==> src/rtl/pe1_writeback_pkg.sv <==
// pe1_writeback_pkg: shared mode/state types and PE1 mode decode
package pe1_writeback_pkg;
    typedef enum logic [2:0] {K_NTT, K2_INTT, K4_INTT, D_NTT, D_INTT} mode_t;
    typedef enum logic [1:0] {IDLE, RUN, DRAIN, DONE} state_t;
    // Dilithium ignores sel_0; Kyber NTT ignores sel_0 as well
    function automatic mode_t decode_mode(input logic kd, input logic s1, input logic s0);
        return kd ? (s1 ? D_INTT : D_NTT) : (s1 ? (s0 ? K4_INTT : K2_INTT) : K_NTT);
    endfunction
endpackage

==> src/rtl/pe1_writeback_if.sv <==
// pe1_writeback_if: issue side (mode, valid/ready, addresses, last), PE1 results, write-back side (wr_*), busy/done
interface pe1_writeback_if #(
    parameter int ADDR_W = 6,
    parameter int DATA_W = 24
);
    logic              sel_0, sel_1, KD_mode;
    logic              in_valid, in_ready, in_last;
    logic [ADDR_W-1:0] in_addr1, in_addr2;
    logic [DATA_W-1:0] PE1_out1, PE1_out2;
    logic              wr_en, busy, done;
    logic [ADDR_W-1:0] wr_addr1, wr_addr2;
    logic [DATA_W-1:0] wr_data1, wr_data2;
    modport slave (
        input  sel_0, sel_1, KD_mode, in_valid, in_last, in_addr1, in_addr2, PE1_out1, PE1_out2,
        output in_ready, wr_en, wr_addr1, wr_addr2, wr_data1, wr_data2, busy, done
    );
    modport master (
        output sel_0, sel_1, KD_mode, in_valid, in_last, in_addr1, in_addr2, PE1_out1, PE1_out2,
        input  in_ready, wr_en, wr_addr1, wr_addr2, wr_data1, wr_data2, busy, done
    );
endinterface

==> src/rtl/pe1_writeback_delay.sv <==
// wb_delay_line: DEPTH-stage shift register with runtime output tap
// Ports: clk, rst (sync clear), clr (sync clear), d (stage 0 input), tap (stage index), q (tapped stage)
module wb_delay_line #(
    parameter int DEPTH = 21,
    parameter int W     = 14,
    parameter int TW    = (DEPTH > 1) ? $clog2(DEPTH) : 1
) (
    input  logic          clk,
    input  logic          rst,
    input  logic          clr,
    input  logic [W-1:0]  d,
    input  logic [TW-1:0] tap,
    output logic [W-1:0]  q
);
    logic [W-1:0] sr_q [DEPTH];
    logic [W-1:0] sr_d [DEPTH];
    always_comb begin
        sr_d[0] = d;
        for (int i = 1; i < DEPTH; i++) sr_d[i] = sr_q[i-1];
    end
    always_ff @(posedge clk) begin
        for (int i = 0; i < DEPTH; i++) sr_q[i] <= (rst || clr) ? '0 : sr_d[i];
    end
    assign q = sr_q[tap];
endmodule

==> src/rtl/pe1_writeback.sv <==
// pe1_writeback: delays PE1 issue addresses by the mode latency and pairs them with PE1 results
// Ports: clk, rst (sync, active-high), bus (pe1_writeback_if.slave: issue, PE1 results, write-back, busy/done)
module pe1_writeback
    import pe1_writeback_pkg::*;
#(
    parameter int ADDR_W      = 6,
    parameter int DATA_W      = 24,
    parameter int LAT_K_NTT   = 7,
    parameter int LAT_K2_INTT = 8,
    parameter int LAT_K4_INTT = 21,
    parameter int LAT_D_NTT   = 7,
    parameter int LAT_D_INTT  = 8,
    parameter int MAX_LAT     = 21
) (
    input logic             clk,
    input logic             rst,
    pe1_writeback_if.slave  bus
);
    localparam int CW = $clog2(MAX_LAT + 1);
    localparam int TW = (MAX_LAT > 1) ? $clog2(MAX_LAT) : 1;
    localparam int EW = 2 * ADDR_W + 2;
    state_t         state_q, state_d;
    mode_t          mode_q, mode_d;
    logic [CW-1:0]  cnt_q, cnt_d;
    logic           accept, wr, tap_last;
    logic [EW-1:0]  ent_in, ent_out;
    logic [TW-1:0]  tap;
    int unsigned    lat;
    always_comb begin
        lat = mode_q == K_NTT   ? LAT_K_NTT   :
              mode_q == K2_INTT ? LAT_K2_INTT :
              mode_q == K4_INTT ? LAT_K4_INTT :
              mode_q == D_NTT   ? LAT_D_NTT   : LAT_D_INTT;
        tap = TW'(lat - 1);
        bus.in_ready = state_q == IDLE || state_q == RUN;
        accept = bus.in_valid && bus.in_ready;
        ent_in = accept ? {1'b1, bus.in_addr1, bus.in_addr2, bus.in_last} : '0;
        wr = ent_out[EW-1];
        tap_last = ent_out[0];
        state_d = state_q == IDLE  ? (accept ? (bus.in_last ? DRAIN : RUN) : IDLE) :
                  state_q == RUN   ? (accept && bus.in_last ? DRAIN : RUN) :
                  state_q == DRAIN ? (wr && tap_last ? DONE : DRAIN) : IDLE;
        mode_d = (state_q == IDLE && accept) ? decode_mode(bus.KD_mode, bus.sel_1, bus.sel_0) : mode_q;
        cnt_d = cnt_q + CW'(accept) - CW'(wr);
        bus.wr_en = wr;
        bus.wr_addr1 = wr ? ent_out[EW-2 -: ADDR_W] : '0;
        bus.wr_addr2 = wr ? ent_out[ADDR_W:1] : '0;
        bus.wr_data1 = wr ? bus.PE1_out1 : '0;
        bus.wr_data2 = wr ? bus.PE1_out2 : '0;
        bus.busy = state_q != IDLE;
        bus.done = state_q == DONE;
    end
    always_ff @(posedge clk) begin
        state_q <= rst ? IDLE : state_d;
        mode_q <= rst ? K_NTT : mode_d;
        cnt_q <= rst ? '0 : cnt_d;
    end
    // Entries past the tap of a finished pass would reappear under a longer
    // latency in the next pass, so the line is flushed while in DONE.
    wb_delay_line #(.DEPTH(MAX_LAT), .W(EW), .TW(TW)) u_dl (
        .clk(clk),
        .rst(rst),
        .clr(state_q == DONE),
        .d(ent_in),
        .tap(tap),
        .q(ent_out)
    );
    always @(posedge clk) begin
        if (!rst && state_q == DONE) assert (cnt_q == '0);
    end
endmodule

==> src/flat_wrapper.sv <==
// flat-port wrapper written by rule: the top's interface ports become plain ports
module pe1_writeback_flat import pe1_writeback_pkg::*;
#(
    parameter int ADDR_W      = 6,
    parameter int DATA_W      = 24,
    parameter int LAT_K_NTT   = 7,
    parameter int LAT_K2_INTT = 8,
    parameter int LAT_K4_INTT = 21,
    parameter int LAT_D_NTT   = 7,
    parameter int LAT_D_INTT  = 8,
    parameter int MAX_LAT     = 21
)
  (clk, rst, bus_sel_0, bus_sel_1, bus_KD_mode, bus_in_valid, bus_in_last, bus_in_addr1, bus_in_addr2, bus_PE1_out1, bus_PE1_out2, bus_in_ready, bus_wr_en, bus_wr_addr1, bus_wr_addr2, bus_wr_data1, bus_wr_data2, bus_busy, bus_done);
  pe1_writeback_if #(.ADDR_W(ADDR_W), .DATA_W(DATA_W)) bus_i ();
  input logic clk;
  input logic rst;
  input wire logic [$bits(bus_i.sel_0)-1:0] bus_sel_0;
  input wire logic [$bits(bus_i.sel_1)-1:0] bus_sel_1;
  input wire logic [$bits(bus_i.KD_mode)-1:0] bus_KD_mode;
  input wire logic [$bits(bus_i.in_valid)-1:0] bus_in_valid;
  input wire logic [$bits(bus_i.in_last)-1:0] bus_in_last;
  input wire logic [$bits(bus_i.in_addr1)-1:0] bus_in_addr1;
  input wire logic [$bits(bus_i.in_addr2)-1:0] bus_in_addr2;
  input wire logic [$bits(bus_i.PE1_out1)-1:0] bus_PE1_out1;
  input wire logic [$bits(bus_i.PE1_out2)-1:0] bus_PE1_out2;
  output wire logic [$bits(bus_i.in_ready)-1:0] bus_in_ready;
  output wire logic [$bits(bus_i.wr_en)-1:0] bus_wr_en;
  output wire logic [$bits(bus_i.wr_addr1)-1:0] bus_wr_addr1;
  output wire logic [$bits(bus_i.wr_addr2)-1:0] bus_wr_addr2;
  output wire logic [$bits(bus_i.wr_data1)-1:0] bus_wr_data1;
  output wire logic [$bits(bus_i.wr_data2)-1:0] bus_wr_data2;
  output wire logic [$bits(bus_i.busy)-1:0] bus_busy;
  output wire logic [$bits(bus_i.done)-1:0] bus_done;
  assign bus_i.sel_0 = bus_sel_0;
  assign bus_i.sel_1 = bus_sel_1;
  assign bus_i.KD_mode = bus_KD_mode;
  assign bus_i.in_valid = bus_in_valid;
  assign bus_i.in_last = bus_in_last;
  assign bus_i.in_addr1 = bus_in_addr1;
  assign bus_i.in_addr2 = bus_in_addr2;
  assign bus_i.PE1_out1 = bus_PE1_out1;
  assign bus_i.PE1_out2 = bus_PE1_out2;
  assign bus_in_ready = bus_i.in_ready;
  assign bus_wr_en = bus_i.wr_en;
  assign bus_wr_addr1 = bus_i.wr_addr1;
  assign bus_wr_addr2 = bus_i.wr_addr2;
  assign bus_wr_data1 = bus_i.wr_data1;
  assign bus_wr_data2 = bus_i.wr_data2;
  assign bus_busy = bus_i.busy;
  assign bus_done = bus_i.done;
  pe1_writeback #(.ADDR_W(ADDR_W), .DATA_W(DATA_W), .LAT_K_NTT(LAT_K_NTT), .LAT_K2_INTT(LAT_K2_INTT), .LAT_K4_INTT(LAT_K4_INTT), .LAT_D_NTT(LAT_D_NTT), .LAT_D_INTT(LAT_D_INTT), .MAX_LAT(MAX_LAT)) u_core (.clk(clk), .rst(rst), .bus(bus_i));
endmodule
==> config.mk <==
export PLATFORM = sky130hd
export DESIGN_NAME = pe1_writeback_flat
export DESIGN_NICKNAME = d
export VERILOG_FILES = /design/src/rtl/pe1_writeback_pkg.sv /design/src/rtl/pe1_writeback_if.sv /design/src/rtl/pe1_writeback_delay.sv /design/src/rtl/pe1_writeback.sv /design/src/flat_wrapper.sv
export SDC_FILE = /design/constraint.sdc
export NUM_CORES = 1
export LEC_CHECK = 0
export ABC_AREA = 1
export BUFFER_PORTS_ARGS = -buffer_cell sky130_fd_sc_hd__buf_2
export CAP_MARGIN = 5
export CORE_AREA = 5 5 159 130
export CTS_BUF_LIST = sky130_fd_sc_hd__clkbuf_16
export DETAILED_ROUTE_END_ITERATION = 10
export DIE_AREA = 0 0 164 135
export PLACE_DENSITY_LB_ADDON = 0.08
export SYNTH_ARGS = -nofsm -noshare
export SYNTH_HDL_FRONTEND = slang
export SYNTH_SLANG_ARGS = --single-unit
export TNS_END_PERCENT = 10
==> constraint.sdc <==
create_clock -name clk -period 5.3 [get_ports clk]
set_input_delay 1.325 -clock clk [delete_from_list [all_inputs] [get_ports clk]]
set_output_delay 1.325 -clock clk [all_outputs]
set_load 0.005 [all_outputs]
==> reports/results.ini, run 1 <==
[floorplanning]
start_util_pct=62.15
die_y_um=135
num_rows=45
fp.dieW_um=164
core_region_area_um2=18810
ios=131
die_area_um2=22140

[global_routing]
grt_overflow=0
grt_pass1_wl_um=40680
grt_pass1_vias=8494
grt.total_usage_pct=22.02
grt_max_degree=255
antenna_found_initial=0

[logic_synthesis]
syn_area_per_cell_um2=7.383
synth-seq-cells=299
synthesis.area_um2=11690
synth.yosys.seq_area_share_pct=51.22
ys_types=30
ys_warn_count=0
synth_cells=1583
synth_top_cell_by_area=dfxtp_1
yosysTopAreaCellShare_pct=51.22
synth.area.top_cells=dfxtp_1 (51%), inv_1 (11%), nor2_1 (11%)
synth_nets=1652

[pwr]
cellPowerDensity_nw_per_um2=405.9
seq_power_share_pct=42.0
leakagePower_uw=0.005441
p_sw_share_pct=29.18
p_clk_share_pct=36.9
p_int_uw=3828
p_sw_uw=1577
ir_worst_vdd_mv=0.3013
p_comb_share_pct=21.1
report.power.total_uw=5405

[clock_network]
cts_setup_buffers=0
hold_buffers=0
clk_latency_ns=0.53
clock_sinks=299
cts_buffer_depth=3
cts.htree.levels=1
cts_tree=done
path_clk_slew_ns=0.06
cts_buffers=28
cts.repair.resized=0
root_buffer=clkbuf_16

[setup_path]
critPathArrivalTime_ns=3.65
cp-end-kind=primary output
crit_fanout=50
critPathLaunchType=register
cp.required_ns=3.97
worstSetupPathType=reg2out

[layout]
diodes=0
drive_above_1_share_pct=12.78
post-route-cell-area_um2=13320
layout_commonest_cell=inv_1
final_cell_mix=inv_1 (363), nor2_1 (347), dfxtp_1 (299)
area_delta_synth_final_pct=13.93
nets=1732

[routing]
wl_per_cell_um=12.80
first_pass_iters=5
drc_errors=0
vias=9336
routed_via_density=4.812
drtAntennaViolNets=0
wl_um=24830
drt_iter0_markers=1020

[timing]
fin_worst_skew_ns=0.01292
report.final.slew_viol_count=0
setup_viol=0
fin_crit_sh_pct=93.94
max-slew-margin-rel_pct=37.21
rsz0062_at_grt=false
tightest_slew_ns=0.9419
hold_viol_final=0
setup_tns_ns=0
fin_crit_ns=4.979
fmax_mhz=200.8

[place]
gp_congestion=0.7858
place_area_um2=12390
io_buffers=130
dp_hpwl_um=15530

[status]
outcome=complete, no violations

[hold_path]
hold_class=reg2reg

[job]
max_cap_viol_count=0

## power by group through the flow
stage | Sequential (uW) | Combinational (uW) | Clock, uW
finish | 2270 | 1140 | 1990
global route | 2270 | 1270 | 2120
CTS | 2270 | 1140 | 2030
detailed placement | 2320 | 1130 | 0
global placement | 2320 | 1120 | 0
floorplan | 2320 | 789 | 0
## cells by family after synthesis
group	Yosys count	synth area share, %
flops	299	51.22
buf+inv	459	15.68
fa+ha+maj	2	0.2141
simple gates	512	18.97
xor+xnor	1	0.2356
compound gates	310	13.68
## sequential cells by signal (all words and copies together) (netlist names)
register / flops
u_core.state_q: 2
u_core.u_dl.sr_q: 294
u_core.mode_q: 3
## area by class of cell
| type | count | area (um2) |
|---|---|---|
| Fill cell | 1626 | 5490 |
| Clock inverter | 20 | 188.9 |
| Timing Repair Buffer | 145 | 828.3 |
| Multi-Input combinational cell | 825 | 3879 |
| Tap cell | 258 | 322.8 |
| Inverter | 364 | 1385 |
| Sequential cell | 299 | 5986 |
| Clock buffer | 29 | 725.7 |
## path summary, 6_finish.rpt
kind / startpoint / to / slack, ns / cells after the start
setup / recovery: u_core.mode_q[1] / bus_wr_addr1[3] / 0.32 / 19
hold / removal: u_core.u_dl.sr_q[6][4] / u_core.u_dl.sr_q[7][4] / 0.42 / 2
setup reg to reg: u_core.mode_q[0] / u_core.state_q[0] / 2.39 / 14
hold reg to reg: u_core.u_dl.sr_q[6][4] / u_core.u_dl.sr_q[7][4] / 0.42 / 2
## cells in the mapped netlist
cell      count
clkbuf_1     59
nor2_1      347
o211ai_1     18
buf_12        1
a21oi_1     124
buf_8         1
nand3_1      87
buf_4         3
nand2_4       2
nand2_8       1
inv_4         2
o21ai_1      14
ha_1          2
nor2_4       10
nand2_1      51
clkinv_1      1
dfxtp_1     299
or2_2         2
xor2_4        1
inv_2         2
a211oi_1      1
nor3_1        2
nor3_2        6
buf_6         3
nor3b_2       4
buf_1         4
buf_2        24
inv_1       358
o21ai_0     153
bufinv_8      1
## metrics by stage
stage / util, % / hold slack (ns) / instances / worst slack [ns]
after floorplan: - / 0.4051 / 1583 / 1.214
after global placement: 65.86 / 0.4071 / 1891 / 0.8630
after detailed placement: 65.86 / 0.4115 / 1891 / 0.7512
after CTS: 70.73 / 0.4157 / 1940 / 0.1973
after global routing: 70.81 / 0.4272 / 1940 / 0.03103
final: 70.81 / 0.4194 / 1940 / 0.3210
## metal layers
metal	track usage (%)	vias up	part of all wire, %
met3	2.777	31	4.2
met4	4.518	0	1.4
li1	-	4925	-
met1	31.89	4231	48
met5	0	-	0
met2	35.61	149	47
## critical path: stages, from the launching register on
cell,delay [ns]
dfxtp_1,0.34
inv_2,0.06
nand2_4,0.18
nand2_8,0.09
inv_4,0.20
o21ai_0,0.17
inv_1,0.09
ha_2,0.33
inv_1,0.16
buf_4,0.27
nand3_1,0.11
nand3_1,0.08
nand3_1,0.07
nand2_1,0.11
nand2_1,0.10
nand2_4,0.13
inv_4,0.09
buf_12,0.21
nor3_2,0.19
buf_2,0.13
Note: power is estimated with default switching activity, not from simulation.
==> run 2, diff against run 1 <==
- GPL_TIMING_DRIVEN: default -> 0
==> run 2 against run 1 <==
  * Power up 0.97%
  * Via count is 8.5% higher
  * Non-clock buffer count is 79 higher
  * Sequential power is essentially flat
  * Largest cell class unchanged
==> reports/results.ini, run 2 (same netlist as run 1, synthesis figures left out) <==
[routing]
vias=10132
drtAntennaViolNets=0
routed_via_density=5.013
wl_per_cell_um=14.81
wl_um=29940
first_pass_iters=5
drt_iter0_markers=967
drc_errors=0

[job]
max_cap_viol_count=0

[layout]
largest_reg_flops=294
layout_commonest_cell=inv_1
nets=1811
top_regs=u_core.u_dl.sr_q (294), u_core.mode_q (3), u_core.state_q (2)
drive_above_1_share_pct=14.41
top_register=u_core.u_dl.sr_q
diodes=0
post-route-util_pct=72.16
final_cell_mix=inv_1 (361), nor2_1 (347), dfxtp_1 (298)
final_cells=2021
area_delta_synth_final_pct=16.11

[floorplanning]
die_area_um2=22140
ios=131
die_y_um=135
fp.dieW_um=164
core_region_area_um2=18810
num_rows=45
start_util_pct=62.15

[place]
dp_hpwl_um=22080
io_buffers=130
gp_congestion=0.9160
dp_cells=1971

[timing]
fmax_mhz=195.4
fin_crit_sh_pct=96.58
fin_worst_skew_ns=0.008748
report.final.slew_viol_count=0
setup_tns_ns=0
tightest_slew_ns=0.7629
hold_viol_final=0
rsz0062_at_grt=true
max-slew-margin-rel_pct=48.75
fin_crit_ns=5.119
setup_viol=0

[setup_path]
crit_fanout=11
cp.required_ns=3.97
cp-end-kind=primary output
worstSetupPathType=reg2out
cp_cell_sequence=inv_2, nand2_4, nand2_8, buf_6, clkbuf_4, buf_6, ha_1, buf_4, inv_1, buf_4, clkbuf_4, o21ai_0, a21oi_1, o21ai_0, nand3_1, a21oi_1, nor3_2, buf_2
crit_slowest_cell=a21oi_1
critPathArrivalTime_ns=3.79
cp_slowest_stage_delay_ns=0.44
critPathLaunchType=register

[status]
outcome=complete, no violations

[clock_network]
clock_sinks=299
cts.htree.levels=1
clk_latency_ns=0.53
cts_setup_buffers=0
cts_tree=done
root_buffer=clkbuf_16
cts_buffers=28
path_clk_slew_ns=0.07
cts_buffer_depth=3

[pwr]
cellPowerDensity_nw_per_um2=402.2
ir_worst_vdd_mv=0.2872
leakagePower_uw=0.005587

[global_routing]
antenna_found_initial=0
grt_max_degree=16
grt_pass1_wl_um=47920
grt.total_usage_pct=26.98
grt_pass1_vias=9401
grt_overflow=0

[hold_path]
hold_class=reg2reg

[run 2: cell types whose count changed in the layout (fill, tap and decap cells not counted), moves of 3 or more]
| cell | delta |
|---|---|
| buf_2 | +24 |
| clkinv_2 | +8 |
| bufinv_16 | -3 |
| a21oi_2 | +3 |
| clkbuf_1 | +48 |
| clkinv_1 | -3 |
| a21oi_1 | -4 |
| clkbuf_2 | +8 |
| buf_4 | -5 |
[run 2: worst paths after layout]
| path | startpoint | to | slack, ns | cells after the start |
|---|---|---|---|---|
| worst max-delay path | u_core.mode_q[1] | bus_wr_addr1[5] | 0.18 | 18 |
| worst min-delay path | u_core.u_dl.sr_q[14][12] | u_core.u_dl.sr_q[15][12] | 0.42 | 2 |
| worst max register to register | u_core.mode_q[1] | u_core.state_q[0] | 2.40 | 18 |
| worst min register to register | u_core.u_dl.sr_q[14][12] | u_core.u_dl.sr_q[15][12] | 0.42 | 2 |
[run 2: metal layers]
| layer | vias up | part of all wire [%] | GRT usage [%] |
|---|---|---|---|
| met5 | - | 0 | 0 |
| met1 | 4673 | 45 | 37.96 |
| li1 | 5100 | - | - |
| met4 | 0 | 1.7 | 6.381 |
| met3 | 50 | 7.6 | 4.913 |
| met2 | 309 | 46 | 43.44 |
[run 2: timing repair]
item,in CTS,in global routing
hold buffers,0,0
hold endpoints to repair,0,0
endpoints found under the setup margin,60,22
gates resized for setup,14,15
[run 2: worst max-delay path, delay by kind of cell, from the launching register on]
kind	cells	cell delay (ns)
flip-flops	1	0.35
adder cells (fa/ha/maj)	1	0.27
AND/OR/NAND/NOR	4	0.38
AO/OA/AOI/OAI	4	0.81
buffers and inverters	9	1.44
[run 2: area by class of cell]
type	count	area [um2]
fill	1622	5235
tap	258	322.8
multi-input combinational	825	3891
buffer	94	473.0
inverter	364	1386
timing repair buffer	130	650.6
sequential	299	5987
clock buffer	29	725.7
clock inverter	22	133.9
[run 2: per-stage QoR]
step	power (uW)	setup slack, ns	hold slack (ns)	instance area [um2]
6_report	5458	0.1815	0.4208	13570
5_1_grt	5692	-0.0005156	0.4333	13570
4_1_cts	5449	0.01814	0.4201	13540
3_5_place_dp	3591	-0.04460	0.4121	12660
3_3_place_gp	3576	-0.02529	0.4067	12660
2_1_floorplan	3108	1.214	0.4051	11690
[run 2: power breakdown]
part	switching, uW	internal (uW)
logic	876	437
clock network	834	1040
registers	7.54	2260
==> run 3, diff against run 2 <==
- GPL_TIMING_DRIVEN: 0 -> default
- clock period: 5.3 -> 6.4 ns (I/O delays scaled with it)
==> run 3 against run 2 <==
  * Non-clock buffer count fell by 82
  * Critical path depth decreased by 3
  * Utilization shrank 1.6 points
  * Global-route usage down 4.8 points
  * Final area down 2.3%
  * Sequential power down 17%
  * Largest power group unchanged
  * Worst setup slack gained 0.47 ns
==> reports/results.ini, run 3 (same netlist as run 1, synthesis figures left out) <==
[timing]
setup_viol=0
fin_crit_ns=5.753
tightest_slew_ns=0.9488
fmax_mhz=173.8
hold_viol_final=0
report.final.slew_viol_count=0
fin_crit_sh_pct=89.89
fin_worst_skew_ns=0.007443
max-slew-margin-rel_pct=36.75
rsz0062_at_grt=false
setup_tns_ns=0

[layout]
final_cell_mix=inv_1 (361), nor2_1 (347), dfxtp_1 (299)
nets=1729
drive_above_1_share_pct=12.99
layout_commonest_cell=inv_1
top_regs=u_core.u_dl.sr_q (294), u_core.mode_q (3), u_core.state_q (2)
multiInputGateArea_um2=3879
area_delta_synth_final_pct=13.49
seq_area_um2=5986
largest_reg_flops=294
diodes=0
n_fill_cell=1578
top_register=u_core.u_dl.sr_q

[global_routing]
grt_overflow=0
antenna_found_initial=0
grt_pass1_wl_um=40810
grt.total_usage_pct=22.20
grt_max_degree=255
grt_pass1_vias=8506

[clock_network]
cts_buffer_depth=3
root_buffer=clkbuf_16
cts.repair.resized=0
cts.htree.levels=1
cts_setup_buffers=0
clock_sinks=299
path_clk_slew_ns=0.06
hold_buffers=0
cts_tree=done
clk_latency_ns=0.53
cts_buffers=28

[floorplanning]
fp.dieW_um=164
die_y_um=135
num_rows=45
ios=131
core_region_area_um2=18810
start_util_pct=62.15
die_area_um2=22140

[pwr]
ir_worst_vdd_mv=0.2461
cellPowerDensity_nw_per_um2=337.3
report.power.total_uw=4474
leakagePower_uw=0.005405

[setup_path]
cp-end-kind=primary output
worst-path-buf-inv=5
critPathLaunchType=register
crit_slowest_cell=ha_2
crit_fanout=29
cp_slowest_stage_delay_ns=0.57
cp_common_cell=o21ai_0
cp_top_family=compound AO/OA/AOI/OAI gates
rrSetupSlack_ns=3.12
critPathArrivalTime_ns=4.15
worstSetupPathType=reg2out
cp.required_ns=4.80
cp_cell_sequence=nand2_4, nand2_8, inv_4, o21ai_0, inv_1, ha_2, inv_1, buf_4, o21ai_0, a21oi_1, o21ai_0, nand3_1, a21oi_1, nor3_2, buf_2

[place]
gp_congestion=0.7683
io_buffers=130
dp_hpwl_um=15710

[routing]
drtAntennaViolNets=0
routed_via_density=4.814
drc_errors=0
wl_um=24810
vias=9319
first_pass_iters=5
drt_iter0_markers=851
wl_per_cell_um=12.82

[job]
max_cap_viol_count=0

[status]
outcome=complete, no violations

[hold_path]
hold_class=reg2reg

-- run 3: layout make-up --
| class | instances | share of cell area (%) |
|---|---|---|
| clock buffer | 29 | 5.471 |
| clock inverter | 19 | 1.509 |
| inverter | 364 | 10.44 |
| multi-input combinational | 825 | 29.24 |
| sequential | 299 | 45.13 |
| tap | 258 | 2.434 |
| timing repair buffer | 142 | 5.773 |
-- run 3: report_power, final --
part / internal (uW) / switching, uW / total, uW
Clock: 979 / 685 / 1660
Combinational: 303 / 626 / 929
Sequential: 1870 / 6.51 / 1880
-- run 3: metrics by stage --
step	setup WS, ns	util (%)	hold WS (ns)	area, um2	cells
after floorplan	2.039	-	0.4051	11690	1583
after global placement	1.315	65.61	0.4081	12340	1888
after detailed placement	1.245	65.61	0.4116	12340	1888
after CTS	0.6568	70.53	0.4168	13260	1936
after global routing	0.3428	70.53	0.4301	13260	1936
final	0.6469	70.53	0.4156	13260	1936
-- run 3: path summary, 6_finish.rpt --
kind                           start                      end  depth (start not counted)
min reg2reg  u_core.u_dl.sr_q[12][4]  u_core.u_dl.sr_q[13][4]                          2
max reg2reg         u_core.mode_q[1]        u_core.state_q[0]                         18
min          u_core.u_dl.sr_q[12][4]  u_core.u_dl.sr_q[13][4]                          2
max                 u_core.mode_q[0]          bus_wr_addr2[4]                         15
-- run 3: metal layers --
| metal | global-route usage [%] | share of wire (%) | wire length, um | up-vias |
|---|---|---|---|---|
| li1 | - | - | - | 4928 |
| met1 | 31.01 | 47 | 11740 | 4189 |
| met2 | 36.16 | 46 | 11490 | 158 |
| met3 | 3.448 | 4.2 | 1050 | 44 |
| met4 | 5.822 | 2.2 | 534 | 0 |
| met5 | 0 | 0 | 0 | - |
-- run 3: tightest hold or removal path, delay by kind of cell (launching register included) --
family                 cells  cell delay, ns
buffers and inverters      1            0.04
AND/OR/NAND/NOR            1            0.03
flip-flops                 1            0.30
